<file path="config.mk">
export PLATFORM = sky130hd
export DESIGN_NAME = pipeline_ctrl_flat
export DESIGN_NICKNAME = d
export VERILOG_FILES = /design/src/rtl/pipeline_ctrl_if.sv /design/src/rtl/pipeline_ctrl.sv /design/src/flat_wrapper.sv
export SDC_FILE = /design/constraint.sdc
export NUM_CORES = 1
export LEC_CHECK = 0
export BUFFER_PORTS_ARGS = -buffer_cell sky130_fd_sc_hd__buf_2
export CORE_UTILIZATION = 45
export DETAILED_ROUTE_END_ITERATION = 8
export GPL_TIMING_DRIVEN = 1
export HOLD_SLACK_MARGIN = 0.15
export PLACE_DENSITY_LB_ADDON = 0.2
export SYNTH_ARGS = -nofsm -noshare
export SYNTH_HDL_FRONTEND = slang
export SYNTH_SLANG_ARGS = --single-unit
</file>
<file path="constraint.sdc">
create_clock -name clk -period 2.8 [get_ports clk]
set_clock_uncertainty 0.05 [all_clocks]
set_input_delay 0.56 -clock clk [delete_from_list [all_inputs] [get_ports clk]]
set_output_delay 0.56 -clock clk [all_outputs]
set_load 0.03 [all_outputs]
</file>
<file path="src/rtl/pipeline_ctrl_if.sv">
// Hazard/sequencing bundle between the pipeline datapath and pipeline_ctrl.
// master = controller side, slave = datapath side.
interface pipeline_ctrl_if #(
    parameter int unsigned CNT_W = 32
);
    logic [4:0]       id_rs;
    logic [4:0]       id_rt;
    logic             id_uses_rs;
    logic             id_uses_rt;
    logic             exe_is_load;
    logic [4:0]       exe_rd;
    logic             exe_branch_taken;
    logic             exe_mdu;
    logic             exe_halt;
    logic             resume;

    logic             pc_go;
    logic             if_id_go;
    logic             if_id_clear;
    logic             id_exe_go;
    logic             id_exe_clear;
    logic             exe_mem_go;
    logic             exe_mem_clear;
    logic             mem_wb_go;
    logic             halted;
    logic [CNT_W-1:0] cycle_cnt;
    logic [CNT_W-1:0] stall_cnt;
    logic [CNT_W-1:0] flush_cnt;

    modport master (
        input  id_rs, id_rt, id_uses_rs, id_uses_rt, exe_is_load, exe_rd,
               exe_branch_taken, exe_mdu, exe_halt, resume,
        output pc_go, if_id_go, if_id_clear, id_exe_go, id_exe_clear,
               exe_mem_go, exe_mem_clear, mem_wb_go, halted,
               cycle_cnt, stall_cnt, flush_cnt
    );

    modport slave (
        output id_rs, id_rt, id_uses_rs, id_uses_rt, exe_is_load, exe_rd,
               exe_branch_taken, exe_mdu, exe_halt, resume,
        input  pc_go, if_id_go, if_id_clear, id_exe_go, id_exe_clear,
               exe_mem_go, exe_mem_clear, mem_wb_go, halted,
               cycle_cnt, stall_cnt, flush_cnt
    );
endinterface

</file>
<file path="src/rtl/pipeline_ctrl.sv">
// 5-stage pipeline hazard controller: load-use stalls, branch flushes, MDU occupancy,
// syscall halt/resume, plus saturating cycle/stall/flush statistics.
module pipeline_ctrl #(
    parameter int unsigned MDU_LAT = 4,
    parameter int unsigned CNT_W   = 32
) (
    input  logic            clk,
    input  logic            rst,
    pipeline_ctrl_if.master bus
);

    localparam int unsigned McntW = (MDU_LAT > 2) ? $clog2(MDU_LAT) : 1;
    localparam logic [McntW-1:0] McntInit = McntW'((MDU_LAT > 1) ? MDU_LAT - 2 : 0);
    localparam bit MduMulti = (MDU_LAT > 1);

    typedef enum logic [1:0] {StRun, StMdu, StHalt} state_e;

    state_e           state_q, state_d;
    logic [McntW-1:0] mcnt_q, mcnt_d;
    logic [CNT_W-1:0] cycle_q, stall_q, flush_q;
    logic             cycle_inc, stall_inc, flush_inc, load_use;
    logic             pc_go, if_id_go, if_id_clear, id_exe_go, id_exe_clear;
    logic             exe_mem_go, exe_mem_clear, mem_wb_go;

    assign load_use = bus.exe_is_load && (bus.exe_rd != 5'd0) &&
                      ((bus.id_uses_rs && (bus.id_rs == bus.exe_rd)) ||
                       (bus.id_uses_rt && (bus.id_rt == bus.exe_rd)));

    always_comb begin
        state_d       = state_q;
        mcnt_d        = mcnt_q;
        cycle_inc     = (state_q != StHalt);
        stall_inc     = 1'b0;
        flush_inc     = 1'b0;
        pc_go         = 1'b1;
        if_id_go      = 1'b1;
        if_id_clear   = 1'b0;
        id_exe_go     = 1'b1;
        id_exe_clear  = 1'b0;
        exe_mem_go    = 1'b1;
        exe_mem_clear = 1'b0;
        mem_wb_go     = 1'b1;
        if (rst) begin
            // Every buffer loads zero while reset is held.
            pc_go         = 1'b0;
            if_id_clear   = 1'b1;
            id_exe_clear  = 1'b1;
            exe_mem_clear = 1'b1;
            cycle_inc     = 1'b0;
        end else begin
            unique case (state_q)
                StRun: begin
                    if (bus.exe_halt) begin
                        pc_go        = 1'b0;
                        if_id_go     = 1'b0;
                        id_exe_clear = 1'b1;
                        state_d      = StHalt;
                    end else if (bus.exe_mdu && MduMulti) begin
                        pc_go         = 1'b0;
                        if_id_go      = 1'b0;
                        id_exe_go     = 1'b0;
                        exe_mem_clear = 1'b1;
                        stall_inc     = 1'b1;
                        state_d       = StMdu;
                        mcnt_d        = McntInit;
                    end else if (bus.exe_branch_taken) begin
                        if_id_clear  = 1'b1;
                        id_exe_clear = 1'b1;
                        flush_inc    = 1'b1;
                    end else if (load_use) begin
                        pc_go        = 1'b0;
                        if_id_go     = 1'b0;
                        id_exe_clear = 1'b1;
                        stall_inc    = 1'b1;
                    end
                end
                StMdu: begin
                    if (mcnt_q != '0) begin
                        pc_go         = 1'b0;
                        if_id_go      = 1'b0;
                        id_exe_go     = 1'b0;
                        exe_mem_clear = 1'b1;
                        stall_inc     = 1'b1;
                        mcnt_d        = mcnt_q - McntW'(1);
                    end else begin
                        state_d = StRun;
                    end
                end
                StHalt: begin
                    pc_go     = 1'b0;
                    if_id_go  = 1'b0;
                    id_exe_go = 1'b0;
                    if (bus.resume) state_d = StRun;
                end
                default: state_d = StRun;
            endcase
        end
    end

    always_ff @(posedge clk) begin
        if (rst) begin
            state_q <= StRun;
            mcnt_q  <= '0;
            cycle_q <= '0;
            stall_q <= '0;
            flush_q <= '0;
        end else begin
            state_q <= state_d;
            mcnt_q  <= mcnt_d;
            if (cycle_inc && (cycle_q != '1)) cycle_q <= cycle_q + CNT_W'(1);
            if (stall_inc && (stall_q != '1)) stall_q <= stall_q + CNT_W'(1);
            if (flush_inc && (flush_q != '1)) flush_q <= flush_q + CNT_W'(1);
        end
    end

    assign bus.pc_go         = pc_go;
    assign bus.if_id_go      = if_id_go;
    assign bus.if_id_clear   = if_id_clear;
    assign bus.id_exe_go     = id_exe_go;
    assign bus.id_exe_clear  = id_exe_clear;
    assign bus.exe_mem_go    = exe_mem_go;
    assign bus.exe_mem_clear = exe_mem_clear;
    assign bus.mem_wb_go     = mem_wb_go;
    assign bus.halted        = (state_q == StHalt) && !rst;
    assign bus.cycle_cnt     = cycle_q;
    assign bus.stall_cnt     = stall_q;
    assign bus.flush_cnt     = flush_q;

endmodule

</file>
<file path="src/flat_wrapper.sv">
// flat-port wrapper written by rule: the top's interface ports become plain ports
module pipeline_ctrl_flat 
#(
    parameter int unsigned MDU_LAT = 4,
    parameter int unsigned CNT_W   = 32
)
  (clk, rst, bus_id_rs, bus_id_rt, bus_id_uses_rs, bus_id_uses_rt, bus_exe_is_load, bus_exe_rd, bus_exe_branch_taken, bus_exe_mdu, bus_exe_halt, bus_resume, bus_pc_go, bus_if_id_go, bus_if_id_clear, bus_id_exe_go, bus_id_exe_clear, bus_exe_mem_go, bus_exe_mem_clear, bus_mem_wb_go, bus_halted, bus_cycle_cnt, bus_stall_cnt, bus_flush_cnt);
  pipeline_ctrl_if #(.CNT_W(CNT_W)) bus_i ();
  input  logic clk;
  input  logic rst;
  input wire logic [$bits(bus_i.id_rs)-1:0] bus_id_rs;
  input wire logic [$bits(bus_i.id_rt)-1:0] bus_id_rt;
  input wire logic [$bits(bus_i.id_uses_rs)-1:0] bus_id_uses_rs;
  input wire logic [$bits(bus_i.id_uses_rt)-1:0] bus_id_uses_rt;
  input wire logic [$bits(bus_i.exe_is_load)-1:0] bus_exe_is_load;
  input wire logic [$bits(bus_i.exe_rd)-1:0] bus_exe_rd;
  input wire logic [$bits(bus_i.exe_branch_taken)-1:0] bus_exe_branch_taken;
  input wire logic [$bits(bus_i.exe_mdu)-1:0] bus_exe_mdu;
  input wire logic [$bits(bus_i.exe_halt)-1:0] bus_exe_halt;
  input wire logic [$bits(bus_i.resume)-1:0] bus_resume;
  output wire logic [$bits(bus_i.pc_go)-1:0] bus_pc_go;
  output wire logic [$bits(bus_i.if_id_go)-1:0] bus_if_id_go;
  output wire logic [$bits(bus_i.if_id_clear)-1:0] bus_if_id_clear;
  output wire logic [$bits(bus_i.id_exe_go)-1:0] bus_id_exe_go;
  output wire logic [$bits(bus_i.id_exe_clear)-1:0] bus_id_exe_clear;
  output wire logic [$bits(bus_i.exe_mem_go)-1:0] bus_exe_mem_go;
  output wire logic [$bits(bus_i.exe_mem_clear)-1:0] bus_exe_mem_clear;
  output wire logic [$bits(bus_i.mem_wb_go)-1:0] bus_mem_wb_go;
  output wire logic [$bits(bus_i.halted)-1:0] bus_halted;
  output wire logic [$bits(bus_i.cycle_cnt)-1:0] bus_cycle_cnt;
  output wire logic [$bits(bus_i.stall_cnt)-1:0] bus_stall_cnt;
  output wire logic [$bits(bus_i.flush_cnt)-1:0] bus_flush_cnt;
  assign bus_i.id_rs = bus_id_rs;
  assign bus_i.id_rt = bus_id_rt;
  assign bus_i.id_uses_rs = bus_id_uses_rs;
  assign bus_i.id_uses_rt = bus_id_uses_rt;
  assign bus_i.exe_is_load = bus_exe_is_load;
  assign bus_i.exe_rd = bus_exe_rd;
  assign bus_i.exe_branch_taken = bus_exe_branch_taken;
  assign bus_i.exe_mdu = bus_exe_mdu;
  assign bus_i.exe_halt = bus_exe_halt;
  assign bus_i.resume = bus_resume;
  assign bus_pc_go = bus_i.pc_go;
  assign bus_if_id_go = bus_i.if_id_go;
  assign bus_if_id_clear = bus_i.if_id_clear;
  assign bus_id_exe_go = bus_i.id_exe_go;
  assign bus_id_exe_clear = bus_i.id_exe_clear;
  assign bus_exe_mem_go = bus_i.exe_mem_go;
  assign bus_exe_mem_clear = bus_i.exe_mem_clear;
  assign bus_mem_wb_go = bus_i.mem_wb_go;
  assign bus_halted = bus_i.halted;
  assign bus_cycle_cnt = bus_i.cycle_cnt;
  assign bus_stall_cnt = bus_i.stall_cnt;
  assign bus_flush_cnt = bus_i.flush_cnt;
  pipeline_ctrl #(.MDU_LAT(MDU_LAT), .CNT_W(CNT_W)) u_core (.clk(clk), .rst(rst), .bus(bus_i));
endmodule
</file>
==> impl_metrics.csv <==
group,metric,value,unit
timing,finalCriticalPeriod,2.638,ns
synth,synthFlopType,"dfxtp_1",
setup_path,crit_top_cell,"buf_2",
floorplanning,chipHeight,108.3,µm
synth,ys_top_cells_by_area,"dfxtp_1 39%, xor2_1 6.7%, nand4_1 4.9%",
synth,syn_area_per_cell,8.088,µm²
cells_and_area,n_fill_cell,1022,
power,p_per_area,465.2,mW/mm²
setup_path,critPathRequiredTime,2.19,ns
synth,ys_warn_count,0,
cells_and_area,syn2layout_area_growth,22.45,%
route,viasPerCell,5.676,
setup_path,crit_arrival,2.03,ns
timing,finalSetupViolations,0,
timing,grt_setup_unrepaired,"false",
cells_and_area,fin_nets,786,
place,io_buffers,126,
setup_path,worstSetupPathType,"input port to output pin",
power,pwr-share-clk,43.7,%
setup_path,startpoint,"bus_exe_rd[0]",
synth,synthCells,629,
setup_path,slowest_stage,"or4_1",
power,leakage,2.477,nW
power,p_sw,662.6,µW
grt,track_usage,22.72,%
grt,grt_max_degree,60,
grt,grt_pass1_wl,21620,µm
cells_and_area,final_core_utilization,56.97,%
timing,fmax,379.1,MHz
setup_path,cp_max_fo,7,
setup_path,max_stage_delay,0.52,ns
timing,finalSetupTns,0,ns
clock_network,clk_pin_slew,0.07,ns
grt,globalRouteOverflowTotal,0,
hold_path,hp-start,"bus_resume",
timing,fin_crit_sh,94.21,%
floorplanning,die_width,108.3,µm
clock_network,htreeDepth,3,
place,hpwl,9333,µm
setup_path,cp_cell_sequence,"buf_2 -> or4_1 -> o21ai_1 -> buf_4 -> o21bai_1 -> a21oi_1 -> o31ai_1 -> buf_2",
timing,final_max_slew_viol_count,0,
clock_network,postCtsSetupRepairBufs,0,
place,routabilityCongestion,0.8936,
synth,synth-edff-count,0,
power,pwr-share-comb,6.4,%
power,ir_drop,0.0003300,V
setup_path,crit_path_end_kind,"output pin",
timing,finalHoldViolCount,0,
route,final_antenna_net_count,0,
power,sw_frac_of_total,22.86,%
clock_network,cts_inserted_buffers,9,
setup_path,r2r_start,"u_core.bus.stall_cnt[0]$_SDFFE_PP0P_",
timing,worst_pin_slew,0.5751,ns
grt,grt_antenna_before_repair,0,
grt,grt_pass1_vias,4775,
setup_path,worstSetupStartpointType,"input port",
synth,synth_top_area_share,39.35,%
clock_network,clock-sinks,100,
route,wl,13210,µm
synth,syn-cell-area,0.005087,mm²
flow_run,drv_cap,0,
synth,synth_async_sr_flop_share,0,%
route,firstDrtPassIters,4,
floorplanning,rows,38,
hold_path,hold_path.class,"input port to flop",
setup_path,r2r_cells,8,
clock_network,cts_tree,"built",
floorplanning,io_pins,129,
clock_network,clock_path_buffers,2,
route,wire_per_inst,14.63,µm
synth,synth_seq_cells,100,
synth,synth_area_leader_cell,"dfxtp_1",
floorplanning,dieArea,0.01173,mm²
floorplanning,start_util,46.52,%
route,drt-initial-drc-count,300,
timing,slew_headroom,61.52,%
route,vias,5125,
status,status,"completed",
clock_network,clk_latency,0.34,ns
cells_and_area,drive_gt1_share,22.15,%
power,internal_power,2.236,mW
hold_path,whs_path_depth,2,
floorplanning,design.core.area,0.01094,mm²
power,seq_power_share,49.9,%
route,drc_errors,0,
cells_and_area,diodes,0,
synth,ys_seq_area_share,39.35,%
synth,yosysUniqueCellTypes,55,
clock_network,cts_root_buf,"clkbuf_16",
[stage by stage]
step	power, mW	instance area (µm²)	setup WS, ns	hold WS, ns	instances
4_1_cts	2.933	6228	0.1470	0.3587	903
2_1_floorplan	1.596	5091	0.1392	0.3954	630
3_5_place_dp	1.664	5924	0.08152	0.4190	887
6_report	2.898	6230	0.1621	0.3732	903
3_3_place_gp	1.659	5924	0.1513	0.4046	887
5_1_grt	3.007	6230	0.02575	0.3989	903
[repair_timing]
item | 4_1_cts | 5_1_grt
setup endpoints to repair | 0 | 6
gates resized for setup | 0 | 1
hold buffers | 0 | 0
[cells in the mapped netlist (2+ instances only)]
master and instances:
ha_1 4, nand3_1 46, o21ai_0 37, a31o_2 2, a21oi_1 49, and2_1 6, nor3_1 11, nor2_1 66
inv_1 18, or3_1 35, nand4b_1 5, nor4_2 2, clkbuf_1 22, nand2_1 40, nor4_1 7, xnor2_1 19
nor3b_1 2, or4_1 8, nand4_1 40, and4_1 7, a2111oi_0 2, xor2_1 39, o31ai_1 7, and3_1 16
or2_2 2, nand2b_1 3, a211oi_1 2, o2111ai_1 2, a41o_1 2, buf_4 3, mux2i_1 2, dfxtp_1 100
[cell families (layout without fill, tap and decap cells)]
kind of cell,count (synthesis),after routing,synth area share (%)
AND/OR/NAND/NOR,301,301,31.68
AO/OA/AOI/OAI,117,117,13.77
flip-flops,100,100,39.35
XOR/XNOR,58,58,9.985
buffers and inverters,46,179,3.763
adder cells (fa/ha/maj),4,4,0.9838
multiplexers,2,2,0.3935
other,1,2,0.07371
[cell type report]
type | instances | area (µm²) | share of cell area [%]
Clock buffer | 12 | 256.5 | 4.117
Clock inverter | 4 | 47.55 | 0.7632
Inverter | 19 | 71.32 | 1.145
Multi-Input combinational cell | 484 | 2899 | 46.54
Sequential cell | 100 | 2002 | 32.13
Tap cell | 140 | 175.2 | 2.812
Timing Repair Buffer | 144 | 778.2 | 12.49
[sequential cells by signal, summed over array words and instances, names as in the netlist]
| register | count |
|---|---|
| u_core.mcnt_q | 2 |
| u_core.bus.stall_cnt | 32 |
| u_core.state_q | 2 |
| u_core.bus.cycle_cnt | 32 |
| u_core.bus.flush_cnt | 32 |
[power groups by stage]
stage / Clock [mW] / Sequential [mW] / Combinational [mW]
after floorplan: 0 / 1.49 / 0.107
after global placement: 0 / 1.48 / 0.181
after detailed placement: 0 / 1.48 / 0.185
after CTS: 1.30 / 1.45 / 0.186
after global routing: 1.36 / 1.45 / 0.203
final: 1.27 / 1.45 / 0.185
[layout by cell type, fill, tap and decap left out, drive strengths merged, types with 16 or more instances in the layout]
cell and n:
nand4 40, xnor2 19, dfxtp 100, nand2 40
and3 16, xor2 39, or3 35, buf 144
inv 18, o21ai 38, a21oi 50, nand3 46
nor2 66
[routing by layer]
metal | vias up | GRT usage, % | share of wire, %
met5 | - | 0 | 0
met4 | 0 | 11.20 | 2.1
met3 | 25 | 3.556 | 5.3
li1 | 2538 | - | -
met2 | 142 | 36.67 | 47
met1 | 2420 | 29.47 | 46
[path summary, 6_finish.rpt]
check	endpoint	slack [ns]
max	bus_id_exe_clear	0.16
min	u_core.state_q[1]$_SDFFE_PP0P_	0.37
max reg2reg	u_core.bus.stall_cnt[14]$_SDFFE_PP0P_	0.31
min reg2reg	u_core.mcnt_q[0]$_SDFFE_PP0P_	0.43
[worst max-delay path, delay by kind of cell]
family                 cells  cell delay [ns]
AO/OA/AOI/OAI              4             0.46
buffers and inverters      3             0.48
AND/OR/NAND/NOR            1             0.52
(Power assumes the default switching activity.)
